File: config.mk
export PLATFORM = sky130hd
export DESIGN_NAME = lsu_flat
export DESIGN_NICKNAME = d
export VERILOG_FILES = /design/src/rtl/lsu_pkg.sv /design/src/rtl/lsu_if.sv /design/src/rtl/load_extract.sv /design/src/rtl/lsu.sv /design/src/flat_wrapper.sv
export SDC_FILE = /design/constraint.sdc
export NUM_CORES = 1
export LEC_CHECK = 0
export ABC_AREA = 1
export CAP_MARGIN = 20
export CORE_MARGIN = 2
export CORE_UTILIZATION = 30
export DETAILED_ROUTE_END_ITERATION = 8
export PLACE_DENSITY = 0.67
export REMOVE_ABC_BUFFERS = 1
export SLEW_MARGIN = 20
export SYNTH_ARGS = -nofsm -noshare
export SYNTH_HDL_FRONTEND = slang
export SYNTH_SLANG_ARGS = --single-unit
File: constraint.sdc
create_clock -name clk -period 4.9 [get_ports clk]
set_input_delay 0.98 -clock clk [delete_from_list [all_inputs] [get_ports clk]]
set_output_delay 0.98 -clock clk [all_outputs]
set_load 0.03 [all_outputs]
File: src/rtl/lsu_pkg.sv
// +----------------------------------------------------------------------+
// | lsu_pkg : access sizes, FSM states and byte-enable base patterns      |
// | Revision: 1.0                                                         |
// +----------------------------------------------------------------------+
`default_nettype none

package lsu_pkg;

  typedef enum logic [1:0] {
    BYTE = 2'b00,
    HALF = 2'b01,
    WORD = 2'b10
  } mem_size_t;

  typedef enum logic [1:0] {
    IDLE = 2'd0,
    REQ  = 2'd1,
    WAIT = 2'd2,
    DONE = 2'd3
  } lsu_state_t;

  localparam logic [3:0] c_BE_BYTE = 4'b0001;
  localparam logic [3:0] c_BE_HALF = 4'b0011;
  localparam logic [3:0] c_BE_WORD = 4'b1111;

endpackage

`default_nettype wire

File: src/rtl/lsu_if.sv
// +----------------------------------------------------------------------+
// | lsu_if : single-outstanding request/grant/response data-memory port   |
// | Revision: 1.0                                                         |
// +----------------------------------------------------------------------+
`default_nettype none

interface lsu_if;
  logic        mem_req;
  logic        mem_we;
  logic [31:0] mem_addr;
  logic [3:0]  mem_be;
  logic [31:0] mem_wdata;
  logic        mem_gnt;
  logic        mem_rvalid;
  logic [31:0] mem_rdata;

  modport master (
    output mem_req, mem_we, mem_addr, mem_be, mem_wdata,
    input  mem_gnt, mem_rvalid, mem_rdata
  );

  modport slave (
    input  mem_req, mem_we, mem_addr, mem_be, mem_wdata,
    output mem_gnt, mem_rvalid, mem_rdata
  );
endinterface

`default_nettype wire

File: src/rtl/load_extract.sv
// +----------------------------------------------------------------------+
// | load_extract : lane select, zero/sign extension and ARM word rotate   |
// | Revision: 1.0                                                         |
// +----------------------------------------------------------------------+
`default_nettype none

module load_extract
  import lsu_pkg::*;
(
  input  logic [31:0] word,
  input  logic [1:0]  offset,
  input  logic [1:0]  size,
  input  logic        is_signed,
  input  logic        arm,
  output logic [31:0] result
);

  logic [7:0]  w_byte;
  logic [15:0] w_half;
  logic [31:0] w_rot;

  always_comb begin
    case (offset)
      2'd0:    w_byte = word[7:0];
      2'd1:    w_byte = word[15:8];
      2'd2:    w_byte = word[23:16];
      default: w_byte = word[31:24];
    endcase

    w_half = offset[1] ? word[31:16] : word[15:0];

    // ARM unaligned LDR returns the aligned word rotated right by 8*offset
    case (offset)
      2'd0:    w_rot = word;
      2'd1:    w_rot = {word[7:0],  word[31:8]};
      2'd2:    w_rot = {word[15:0], word[31:16]};
      default: w_rot = {word[23:0], word[31:24]};
    endcase

    case (size)
      BYTE:    result = {{24{is_signed & w_byte[7]}}, w_byte};
      HALF:    result = {{16{is_signed & w_half[15]}}, w_half};
      default: result = arm ? w_rot : word;
    endcase
  end

endmodule

`default_nettype wire

File: src/rtl/lsu.sv
// +----------------------------------------------------------------------+
// | lsu : memory-stage load/store unit with stall and misalign detection  |
// | Revision: 1.0                                                         |
// +----------------------------------------------------------------------+
`default_nettype none

module lsu
  import lsu_pkg::*;
(
  input  logic        clk,
  input  logic        reset,
  input  logic        armM,
  input  logic        MemReadM,
  input  logic        MemWriteM,
  input  logic [1:0]  SizeM,
  input  logic        SignedM,
  input  logic [31:0] ALUResultM,
  input  logic [31:0] WriteDataM,
  lsu_if.master       mem,
  output logic        StallM,
  output logic [31:0] ReadDataM,
  output logic        MisalignM
);

  localparam logic [1:0] c_ST_IDLE = IDLE;
  localparam logic [1:0] c_ST_REQ  = REQ;
  localparam logic [1:0] c_ST_WAIT = WAIT;
  localparam logic [1:0] c_ST_DONE = DONE;

  logic [1:0]  r_state;
  logic        r_we;
  logic [31:0] r_addr;
  logic [3:0]  r_be;
  logic [31:0] r_wdata;
  logic [1:0]  r_offset;
  logic [1:0]  r_size;
  logic        r_signed;
  logic        r_arm;
  logic [31:0] r_read_data;

  logic        w_access;
  logic        w_is_byte;
  logic        w_is_half;
  logic        w_is_word;
  logic        w_misaligned;
  logic        w_fault;
  logic [3:0]  w_be;
  logic [31:0] w_wdata;
  logic [31:0] w_load;

  assign w_access     = MemReadM | MemWriteM;
  assign w_is_byte    = (SizeM == BYTE);
  assign w_is_half    = (SizeM == HALF);
  assign w_is_word    = ~w_is_byte & ~w_is_half;
  assign w_misaligned = (w_is_half & ALUResultM[0]) |
                        (w_is_word & (ALUResultM[1:0] != 2'b00));
  // Only RISC-V faults; ARM accesses are force-aligned or rotated instead
  assign w_fault      = (r_state == c_ST_IDLE) & w_access & ~armM & w_misaligned;

  always_comb begin
    w_be    = c_BE_WORD;
    w_wdata = WriteDataM;
    if (w_is_byte) begin
      w_be    = c_BE_BYTE << ALUResultM[1:0];
      w_wdata = {4{WriteDataM[7:0]}};
    end else if (w_is_half) begin
      w_be    = c_BE_HALF << {ALUResultM[1], 1'b0};
      w_wdata = {2{WriteDataM[15:0]}};
    end
  end

  load_extract u_load_extract (
    .word      (mem.mem_rdata),
    .offset    (r_offset),
    .size      (r_size),
    .is_signed (r_signed),
    .arm       (r_arm),
    .result    (w_load)
  );

  always_ff @(posedge clk or posedge reset) begin
    if (reset) begin
      r_state     <= c_ST_IDLE;
      r_we        <= 1'b0;
      r_addr      <= 32'd0;
      r_be        <= 4'd0;
      r_wdata     <= 32'd0;
      r_offset    <= 2'd0;
      r_size      <= 2'd0;
      r_signed    <= 1'b0;
      r_arm       <= 1'b0;
      r_read_data <= 32'd0;
    end else begin
      case (r_state)
        c_ST_IDLE: begin
          if (w_access && !w_fault) begin
            r_we     <= MemWriteM;
            r_addr   <= {ALUResultM[31:2], 2'b00};
            r_be     <= w_be;
            r_wdata  <= w_wdata;
            r_offset <= ALUResultM[1:0];
            r_size   <= SizeM;
            r_signed <= SignedM;
            r_arm    <= armM;
            r_state  <= c_ST_REQ;
          end
        end
        c_ST_REQ: begin
          if (mem.mem_gnt) begin
            r_state <= r_we ? c_ST_DONE : c_ST_WAIT;
          end
        end
        c_ST_WAIT: begin
          if (mem.mem_rvalid) begin
            r_read_data <= w_load;
            r_state     <= c_ST_DONE;
          end
        end
        default: r_state <= c_ST_IDLE;
      endcase
    end
  end

  assign mem.mem_req   = (r_state == c_ST_REQ);
  assign mem.mem_we    = r_we;
  assign mem.mem_addr  = r_addr;
  assign mem.mem_be    = r_be;
  assign mem.mem_wdata = r_wdata;

  assign StallM    = w_access & (((r_state == c_ST_IDLE) & ~w_fault) |
                                 (r_state == c_ST_REQ) | (r_state == c_ST_WAIT));
  assign ReadDataM = r_read_data;
  assign MisalignM = w_fault;

endmodule

`default_nettype wire

File: src/flat_wrapper.sv
// flat-port wrapper written by rule: the top's interface ports become plain ports
module lsu_flat import lsu_pkg::*;
  (clk, reset, armM, MemReadM, MemWriteM, SizeM, SignedM, ALUResultM, WriteDataM, StallM, ReadDataM, MisalignM, mem_mem_req, mem_mem_we, mem_mem_addr, mem_mem_be, mem_mem_wdata, mem_mem_gnt, mem_mem_rvalid, mem_mem_rdata);
  lsu_if mem_i ();
  input  logic clk;
  input  logic reset;
  input  logic armM;
  input  logic MemReadM;
  input  logic MemWriteM;
  input  logic [1:0] SizeM;
  input  logic SignedM;
  input  logic [31:0] ALUResultM;
  input  logic [31:0] WriteDataM;
  output logic StallM;
  output logic [31:0] ReadDataM;
  output logic MisalignM;
  output wire logic [$bits(mem_i.mem_req)-1:0] mem_mem_req;
  output wire logic [$bits(mem_i.mem_we)-1:0] mem_mem_we;
  output wire logic [$bits(mem_i.mem_addr)-1:0] mem_mem_addr;
  output wire logic [$bits(mem_i.mem_be)-1:0] mem_mem_be;
  output wire logic [$bits(mem_i.mem_wdata)-1:0] mem_mem_wdata;
  input wire logic [$bits(mem_i.mem_gnt)-1:0] mem_mem_gnt;
  input wire logic [$bits(mem_i.mem_rvalid)-1:0] mem_mem_rvalid;
  input wire logic [$bits(mem_i.mem_rdata)-1:0] mem_mem_rdata;
  assign mem_mem_req = mem_i.mem_req;
  assign mem_mem_we = mem_i.mem_we;
  assign mem_mem_addr = mem_i.mem_addr;
  assign mem_mem_be = mem_i.mem_be;
  assign mem_mem_wdata = mem_i.mem_wdata;
  assign mem_i.mem_gnt = mem_mem_gnt;
  assign mem_i.mem_rvalid = mem_mem_rvalid;
  assign mem_i.mem_rdata = mem_mem_rdata;
  lsu u_core (.clk(clk), .reset(reset), .armM(armM), .MemReadM(MemReadM), .MemWriteM(MemWriteM), .SizeM(SizeM), .SignedM(SignedM), .ALUResultM(ALUResultM), .WriteDataM(WriteDataM), .mem(mem_i), .StallM(StallM), .ReadDataM(ReadDataM), .MisalignM(MisalignM));
endmodule
==> impl_metrics.toml, run 1 <==
[setup_path]
r2r_slack_ns = 2.17
crit_fanout = 5
startpoint = "ALUResultM[1]"
cp-start-kind = "input pin"
cp-end-kind = "output pin"
ff2ff_path_depth = 8
r2r-start = "u_core.r_offset[1]"
crit_end = "StallM"
cp_data_required_time_ns = 3.92
crit_type = "in -> out"
timing.rr.end = "u_core.ReadDataM[12]"
crit_arrival_ns = 2.82

[timing]
fin_crit_sh_pct = 77.5
period_needed_ns = 3.80
hold_viol = 0
tns_ns = 0
max_freq_ghz = 0.263
grt_setup_unrepaired = "no"
tightest_slew_ns = 1.07
final-max-slew-violation-count = 0
relSlewSlack_pct = 28.7
finalClockSkew_ns = 0.0116
setup_viol_count_final = 0

[die]
io_pins = 210
fp.dieW_um = 148
die-height_um = 148
die_area_um2 = 22000
core_area_um2 = 20400
initial_utilization_pct = 30.7
row_count = 52

[finish]
fill_cells = 2111
n_antenna_cell = 0
multi_input_area_um2 = 3140
seqCellArea_um2 = 2680
drive_above_1_share_pct = 3.42
final_common_cell = "nand2_1"
final_cell_mix = "nand2_1, clkdlybuf4s50_1, dfrtp_1"
area_growth_pct = 40.7
nets = 1215

[grt]
grt_pass1_vias = 6438
antenna_found_initial = 0
track_usage_pct = 19.7
grt_pass1_wl_um = 34400
grt_max_degree = 70
overflow = 0

[route]
drc = 0
wl_per_cell_um = 15.9
drt-vias-per-instance = 4.99
final_antenna_net_count = 0
drt-total-wl_um = 21900
via_count = 6891
firstDrtPassIters = 5
drtIter0Drc = 503

[pwr]
leakage_uw = 0.00419
power_uw = 6130
power-per-cell-area_nw_per_um2 = 696
peakVddDrop_v = 0.000602

[cts]
cts_tree = "built"
cts-root-buf = "clkbuf_16"
insertion_delay_ns = 0.36
postCtsSetupBuffers = 0
cts_buffer_depth = 2
cts_buffers = 9
hold_buffers = 0
htreeDepth = 3
cts_sinks = 107
post_cts_resized = 0
path_clk_slew_ns = 0.07

[place]
port_buffers = 207
dp_hpwl_um = 15000
gp_congestion = 0.830

[yosys]
seq_area_frac_synth_pct = 42.8
synth.avg_cell_area_um2 = 6.70
ys_warn_count = 0
ys_types = 24
synthCells = 934
syn_area_um2 = 6260
synth_seq_cells = 107

[worst_hold_path]
min_path_type = "reg -> reg"
hold_depth = 2

[run_status]
status = "finished, final reports clean"

[flow_run]
maxCapViolations = 0
[power breakdown]
group | switching (µW) | internal (µW)
clock | 391 | 417
combinational | 2320 | 1330
sequential | 367 | 1310
total | 3080 | 3060
[cell usage after synthesis, drive strengths merged]
library cell | count | share of area, %
dfrtp | 107 | 43
o31ai | 3 | 0.36
ha | 4 | 0.80
a31oi | 3 | 0.30
conb | 1 | 0.060
a21oi | 72 | 5.8
nand3 | 59 | 4.7
nor2 | 56 | 3.7
buf | 28 | 2.5
nand2 | 404 | 24
inv | 50 | 3.0
clkbuf | 28 | 1.7
o22ai | 1 | 0.10
nand4 | 1 | 0.10
o21ai | 106 | 8.5
o211ai | 11 | 1.3
[cell families (layout without fill, tap and decap cells)]
logic type	after synthesis	after routing	synth area share, %
other	1	2	0.0599
adder cells (fa/ha/maj)	4	4	0.799
AO/OA/AOI/OAI	196	196	16.3
flip-flops	107	107	42.8
buffers and inverters	106	281	7.19
AND/OR/NAND/NOR	520	520	32.9
[worst max-delay path: stages]
cell and delay, ns:
clkdlybuf4s50_1 0.55, inv_1 0.11, a21oi_1 0.14, nand3_1 0.18, a21oi_1 0.18, a21oi_1 0.08, clkdlybuf4s50_1 0.60
[layer usage]
| metal | routed length [µm] | GRT usage, % | part of all wire (%) | vias up |
|---|---|---|---|---|
| met2 | 9570 | 30.3 | 44 | 335 |
| met1 | 9490 | 26.4 | 43 | 3196 |
| met4 | 401 | 5.81 | 1.8 | 0 |
| met3 | 2430 | 6.69 | 11 | 26 |
| li1 | - | - | - | 3334 |
| met5 | 0 | 0 | 0 | - |
[per-stage QoR]
step	cells	utilization, %	cell area [µm²]	hold slack, ns	setup WS [ns]
final	1380	43.3	8810	0.494	1.10
after global routing	1380	43.3	8810	0.526	0.994
after CTS	1380	43.3	8810	0.497	1.10
after detailed placement	1364	41.6	8470	0.473	1.11
after global placement	1364	41.6	8470	0.469	1.09
after floorplan	879	-	6000	0.490	1.10
[flip-flops by register name, indices dropped and copies added (netlist names)]
register / count
u_core.mem.mem_wdata: 32
u_core.mem.mem_be: 4
u_core.mem.mem_we: 1
u_core.mem.mem_addr: 30
u_core.r_signed: 1
u_core.r_offset: 2
u_core.r_size: 2
u_core.r_state: 2
u_core.ReadDataM: 32
u_core.r_arm: 1
[how the worst min path moves through the flow]
stage / startpoint / end
after global routing: u_core.mem.mem_wdata[15] / u_core.mem.mem_wdata[15]
after detailed placement: u_core.mem.mem_addr[15] / u_core.mem.mem_addr[15]
final: u_core.ReadDataM[11] / u_core.ReadDataM[11]
after CTS: u_core.ReadDataM[10] / u_core.ReadDataM[10]
after global placement: u_core.ReadDataM[10] / u_core.ReadDataM[10]
after floorplan: u_core.r_state[1] / u_core.r_state[1]
[cell type report]
cell class / instances / area share (%)
repair buffers: 215 / 24.2
clock inverters: 7 / 1.26
inverters: 50 / 2.16
flip-flops and latches: 107 / 30.4
well taps: 270 / 3.83
clock buffers: 9 / 2.56
multi-input cells: 722 / 35.6
Note: power is estimated with default switching activity, not from simulation.
==> run 2, diff against run 1 <==
--- a/config.mk
+++ b/config.mk
@@ -10,7 +10,7 @@
 export CORE_MARGIN = 2
 export CORE_UTILIZATION = 30
 export DETAILED_ROUTE_END_ITERATION = 8
-export PLACE_DENSITY = 0.67
+export PLACE_DENSITY = 0.69
 export REMOVE_ABC_BUFFERS = 1
 export SLEW_MARGIN = 20
 export SYNTH_ARGS = -nofsm -noshare
==> constraint.sdc (replaced) <==
create_clock -name clk -period 3.35 [get_ports clk]
set_input_delay 0.67 -clock clk [delete_from_list [all_inputs] [get_ports clk]]
set_output_delay 0.67 -clock clk [all_outputs]
set_load 0.03 [all_outputs]
==> impl_metrics.toml, run 2 (synthesis results as in run 1) <==
[run_status]
status = "finished, final reports clean"

[cts]
hold_buffers = 0
htreeDepth = 3
cts_buffer_depth = 2
cts-root-buf = "clkbuf_16"
insertion_delay_ns = 0.36
cts_buffers = 9
postCtsSetupBuffers = 0
post_cts_resized = 0
path_clk_slew_ns = 0.08
cts_sinks = 107
cts_tree = "built"

[route]
drt-vias-per-instance = 4.90
final_antenna_net_count = 0
firstDrtPassIters = 7
via_count = 6781
drtIter0Drc = 574
drc = 0
drt-total-wl_um = 21600
wl_per_cell_um = 15.6

[timing]
tightest_slew_ns = 0.911
grt_setup_unrepaired = "no"
fin_crit_sh_pct = 85.0
hold_ws_ns = 0.484
final-max-slew-violation-count = 0
finalClockSkew_ns = 0.00908
max_freq_ghz = 0.351
fin_ws_ns = 0.504
tns_ns = 0
period_needed_ns = 2.85
hold_viol = 0
setup_viol_count_final = 0
relSlewSlack_pct = 39.2

[finish]
n_antenna_cell = 0
seqCellArea_um2 = 2680
final_common_cell = "nand2_1"
final_cell_mix = "nand2_1, clkdlybuf4s50_1, dfrtp_1"
final_cell_area_um2 = 8800
multi_input_area_um2 = 3140
drive_above_1_share_pct = 3.86
stdcell_count = 1383
area_growth_pct = 40.5
nets = 1219
fill_cells = 2086

[pwr]
leakage_uw = 0.00419
power-per-cell-area_nw_per_um2 = 1010
peakVddDrop_v = 0.000643

[grt]
grt_pass1_wl_um = 34600
grt_max_degree = 70
antenna_found_initial = 0
track_usage_pct = 19.7
overflow = 0
grt_pass1_vias = 6574

[die]
fp.dieW_um = 148
die_area_um2 = 22000
core_area_um2 = 20400
io_pins = 210
initial_utilization_pct = 30.7
row_count = 52
die-height_um = 148

[place]
pre_cts_ws_ns = 0.421
gp_congestion = 0.841
port_buffers = 207
placed_cells = 1368
dp_hpwl_um = 14700
place_area_um2 = 8510

[setup_path]
cp-start-kind = "input pin"
crit_type = "in -> out"
slowest_delay_ns = 0.60
cp_data_required_time_ns = 2.68
crit_fanout = 5
cpMaxStageDelayCell = "clkdlybuf4s50_1"
path_common_cell = "a21oi_1"
crit_arrival_ns = 2.18
cp-end-kind = "output pin"
worstPathCellList = "clkdlybuf4s50_1, inv_1, a21oi_1, nand3_1, a21oi_1, a21oi_1, buf_4"

[flow_run]
maxCapViolations = 0

[worst_hold_path]
min_path_type = "reg -> reg"
run 2: changes by cell type in the layout (fill, tap and decap cells not counted), sizes merged:
cell,delta
buf,+6
bufinv,-1
clkdlybuf4s50,-2
clkinv,-3
inv,+3
run 2: worst max-delay path, delay by kind of cell:
family | cells | cell delay [ns]
AO/OA/AOI/OAI | 3 | 0.43
buffers and inverters | 3 | 0.90
AND/OR/NAND/NOR | 1 | 0.16
run 2: worst paths after layout:
kind / start / endpoint / slack (ns) / cells past startpoint
worst max-delay path: ALUResultM[0] / StallM / 0.50 / 7
worst min-delay path: u_core.ReadDataM[12] / u_core.ReadDataM[12] / 0.48 / 2
max in group asynchronous: reset / u_core.mem.mem_wdata[20] / 1.97 / 3
min in group asynchronous: reset / u_core.ReadDataM[21] / 0.71 / 2
worst max register to register: u_core.r_state[0] / u_core.r_state[0] / 1.19 / 11
worst min register to register: u_core.ReadDataM[12] / u_core.ReadDataM[12] / 0.48 / 2
run 2: per-stage QoR:
step / power (µW) / util (%)
2_1_floorplan: 5580 / -
3_3_place_gp: 7760 / 41.8
3_5_place_dp: 7810 / 41.8
4_1_cts: 8920 / 43.2
5_1_grt: 9560 / 43.2
6_report: 8860 / 43.2
run 2: routing by layer:
layer | GRT usage [%] | vias up | wire [µm]
met4 | 7.00 | 0 | 463
met1 | 25.0 | 3090 | 8900
met2 | 31.4 | 311 | 9930
met5 | 0 | - | 0
met3 | 6.44 | 34 | 2270
li1 | - | 3346 | -
run 2: area by class of cell:
class	instances	share of cell area, %
multi-input cells	722	35.7
repair buffers	219	24.7
flip-flops and latches	107	30.4
well taps	270	3.84
inverters	50	2.16
clock inverters	6	0.669
clock buffers	9	2.56
run 2: power breakdown:
group | internal [µW] | switching, µW
Combinational | 1960 | 3480
Clock | 522 | 555
Sequential | 1920 | 419
Total | 4410 | 4450
==> run 3, diff against run 2 <==
==> constraint.sdc (replaced) <==
create_clock -name clk -period 2.32 [get_ports clk]
set_input_delay 0.464 -clock clk [delete_from_list [all_inputs] [get_ports clk]]
set_output_delay 0.464 -clock clk [all_outputs]
set_load 0.03 [all_outputs]
==> impl_metrics.toml, run 3 (synthesis results as in run 1) <==
[run_status]
status = "finished, final reports clean"

[timing]
relSlewSlack_pct = 45.7
setup_viol_count_final = 0
period_needed_ns = 2.23
hold_ws_ns = 0.488
finalClockSkew_ns = 0.00847
hold_viol = 0
final-max-slew-violation-count = 0
grt_setup_unrepaired = "no"
max_freq_ghz = 0.449
tightest_slew_ns = 0.813
fin_crit_sh_pct = 96.1
tns_ns = 0

[pwr]
power-per-cell-area_nw_per_um2 = 1450
leakage_uw = 0.00434
peakVddDrop_v = 0.000755

[setup_path]
path_buf_inv = 3
r2r-start = "u_core.r_state[1]"
worstPathCellList = "clkdlybuf4s50_1, a21oi_4, nand3_2, buf_4, a21oi_2, a21oi_2, buf_4"
timing.rr.end = "u_core.mem.mem_wdata[23]"
cp-end-kind = "output pin"
r2r_slack_ns = 0.28
cp_top_family = "buffers and inverters"
cp_data_required_time_ns = 1.86
slowest_delay_ns = 0.50
crit_type = "in -> out"
cpMaxStageDelayCell = "clkdlybuf4s50_1"
cp-start-kind = "input pin"
crit_arrival_ns = 1.76
ff2ff_path_depth = 10
crit_fanout = 2

[die]
row_count = 52
die-height_um = 148
die_area_um2 = 22000
fp.dieW_um = 148
initial_utilization_pct = 30.7
core_area_um2 = 20400
io_pins = 210

[finish]
fill_cells = 2098
area_growth_pct = 44.6
nets = 1244
final_cell_mix = "nand2_1, clkdlybuf4s50_1, dfrtp_1"
final_common_cell = "nand2_1"
drive_above_1_share_pct = 6.76
fin_util_pct = 44.5

[place]
gp_congestion = 0.878
port_buffers = 207
dp_hpwl_um = 14900

[worst_hold_path]
min_path_type = "reg -> reg"
worstHoldStart = "u_core.ReadDataM[9]"
hold_depth = 2
min_to = "u_core.ReadDataM[9]"

[cts]
cts_tree = "built"
cts_sinks = 107
htreeDepth = 3
hold_buffers = 0
cts_buffer_depth = 2
path_clk_slew_ns = 0.07
cts_buffers = 9
insertion_delay_ns = 0.36
cts-root-buf = "clkbuf_16"

[route]
drtIter0Drc = 515
via_count = 6914
routed.top_layer = "met4"
firstDrtPassIters = 5
drc = 0
final_antenna_net_count = 0
drt-total-wl_um = 21700
wl_per_cell_um = 15.4
drt-met1-wl_um = 9120
wl_met3_um = 2390
drt-vias-per-instance = 4.90
dr_wl_met2_um = 9860

[grt]
grt_pass1_wl_um = 34500
track_usage_pct = 19.7
grt_max_degree = 82
overflow = 0
grt_pass1_vias = 6492
antenna_found_initial = 1

[flow_run]
maxCapViolations = 0
## run 3: layout make-up
type | count | area [µm²] | area share [%]
inverter | 50 | 190 | 2.10
clock buffer | 10 | 229 | 2.53
antenna | 1 | 2.50 | 0.0276
timing repair buffer | 244 | 2380 | 26.3
clock inverter | 6 | 55.1 | 0.608
tap | 270 | 338 | 3.73
multi-input combinational | 722 | 3180 | 35.1
sequential | 107 | 2680 | 29.6
## run 3: worst max path at each step
stage	startpoint	endpoint	slack, ns	cells after the start
5_1_grt	u_core.r_state[1]	StallM	0.01	9
2_1_floorplan	reset	u_core.ReadDataM[0]	-0.96	1
3_5_place_dp	ALUResultM[0]	u_core.r_state[0]	-0.45	10
3_3_place_gp	ALUResultM[0]	u_core.r_state[1]	-0.43	10
4_1_cts	armM	StallM	0.02	7
6_report	armM	StallM	0.09	7
## run 3: tightest hold or removal path: stages, from the launching register on
cell and delay [ns]:
dfrtp_1 0.35, nand2_1 0.05, nand2_1 0.06
## run 3: per-layer routing
metal | vias up | global-route usage (%)
met5 | - | 0
met4 | 0 | 4.86
met3 | 29 | 6.93
met2 | 319 | 31.9
met1 | 3173 | 25.3
li1 | 3393 | -
## run 3: timing repair
item / in CTS / in global routing
buffers inserted: 2 / 2
pin swaps: 4 / 2
endpoints found under the setup margin: 4 / 1
gates resized for setup: 10 / 5
## run 3: stage by stage
step | std cells | instance area (µm²) | setup slack, ns | total power [µW]
after floorplan | 879 | 6000 | -0.961 | 8060
after global placement | 1389 | 8690 | -0.432 | 11400
after detailed placement | 1389 | 8690 | -0.454 | 11500
after CTS | 1407 | 9020 | 0.0179 | 13200
after global routing | 1409 | 9050 | 0.0134 | 14100
final | 1410 | 9050 | 0.0913 | 13100
## run 3: report_power, final
part           internal [µW]  switching, µW
logic                   3070           5150
clock network            755            787
registers               2780            566
total                   6600           6500
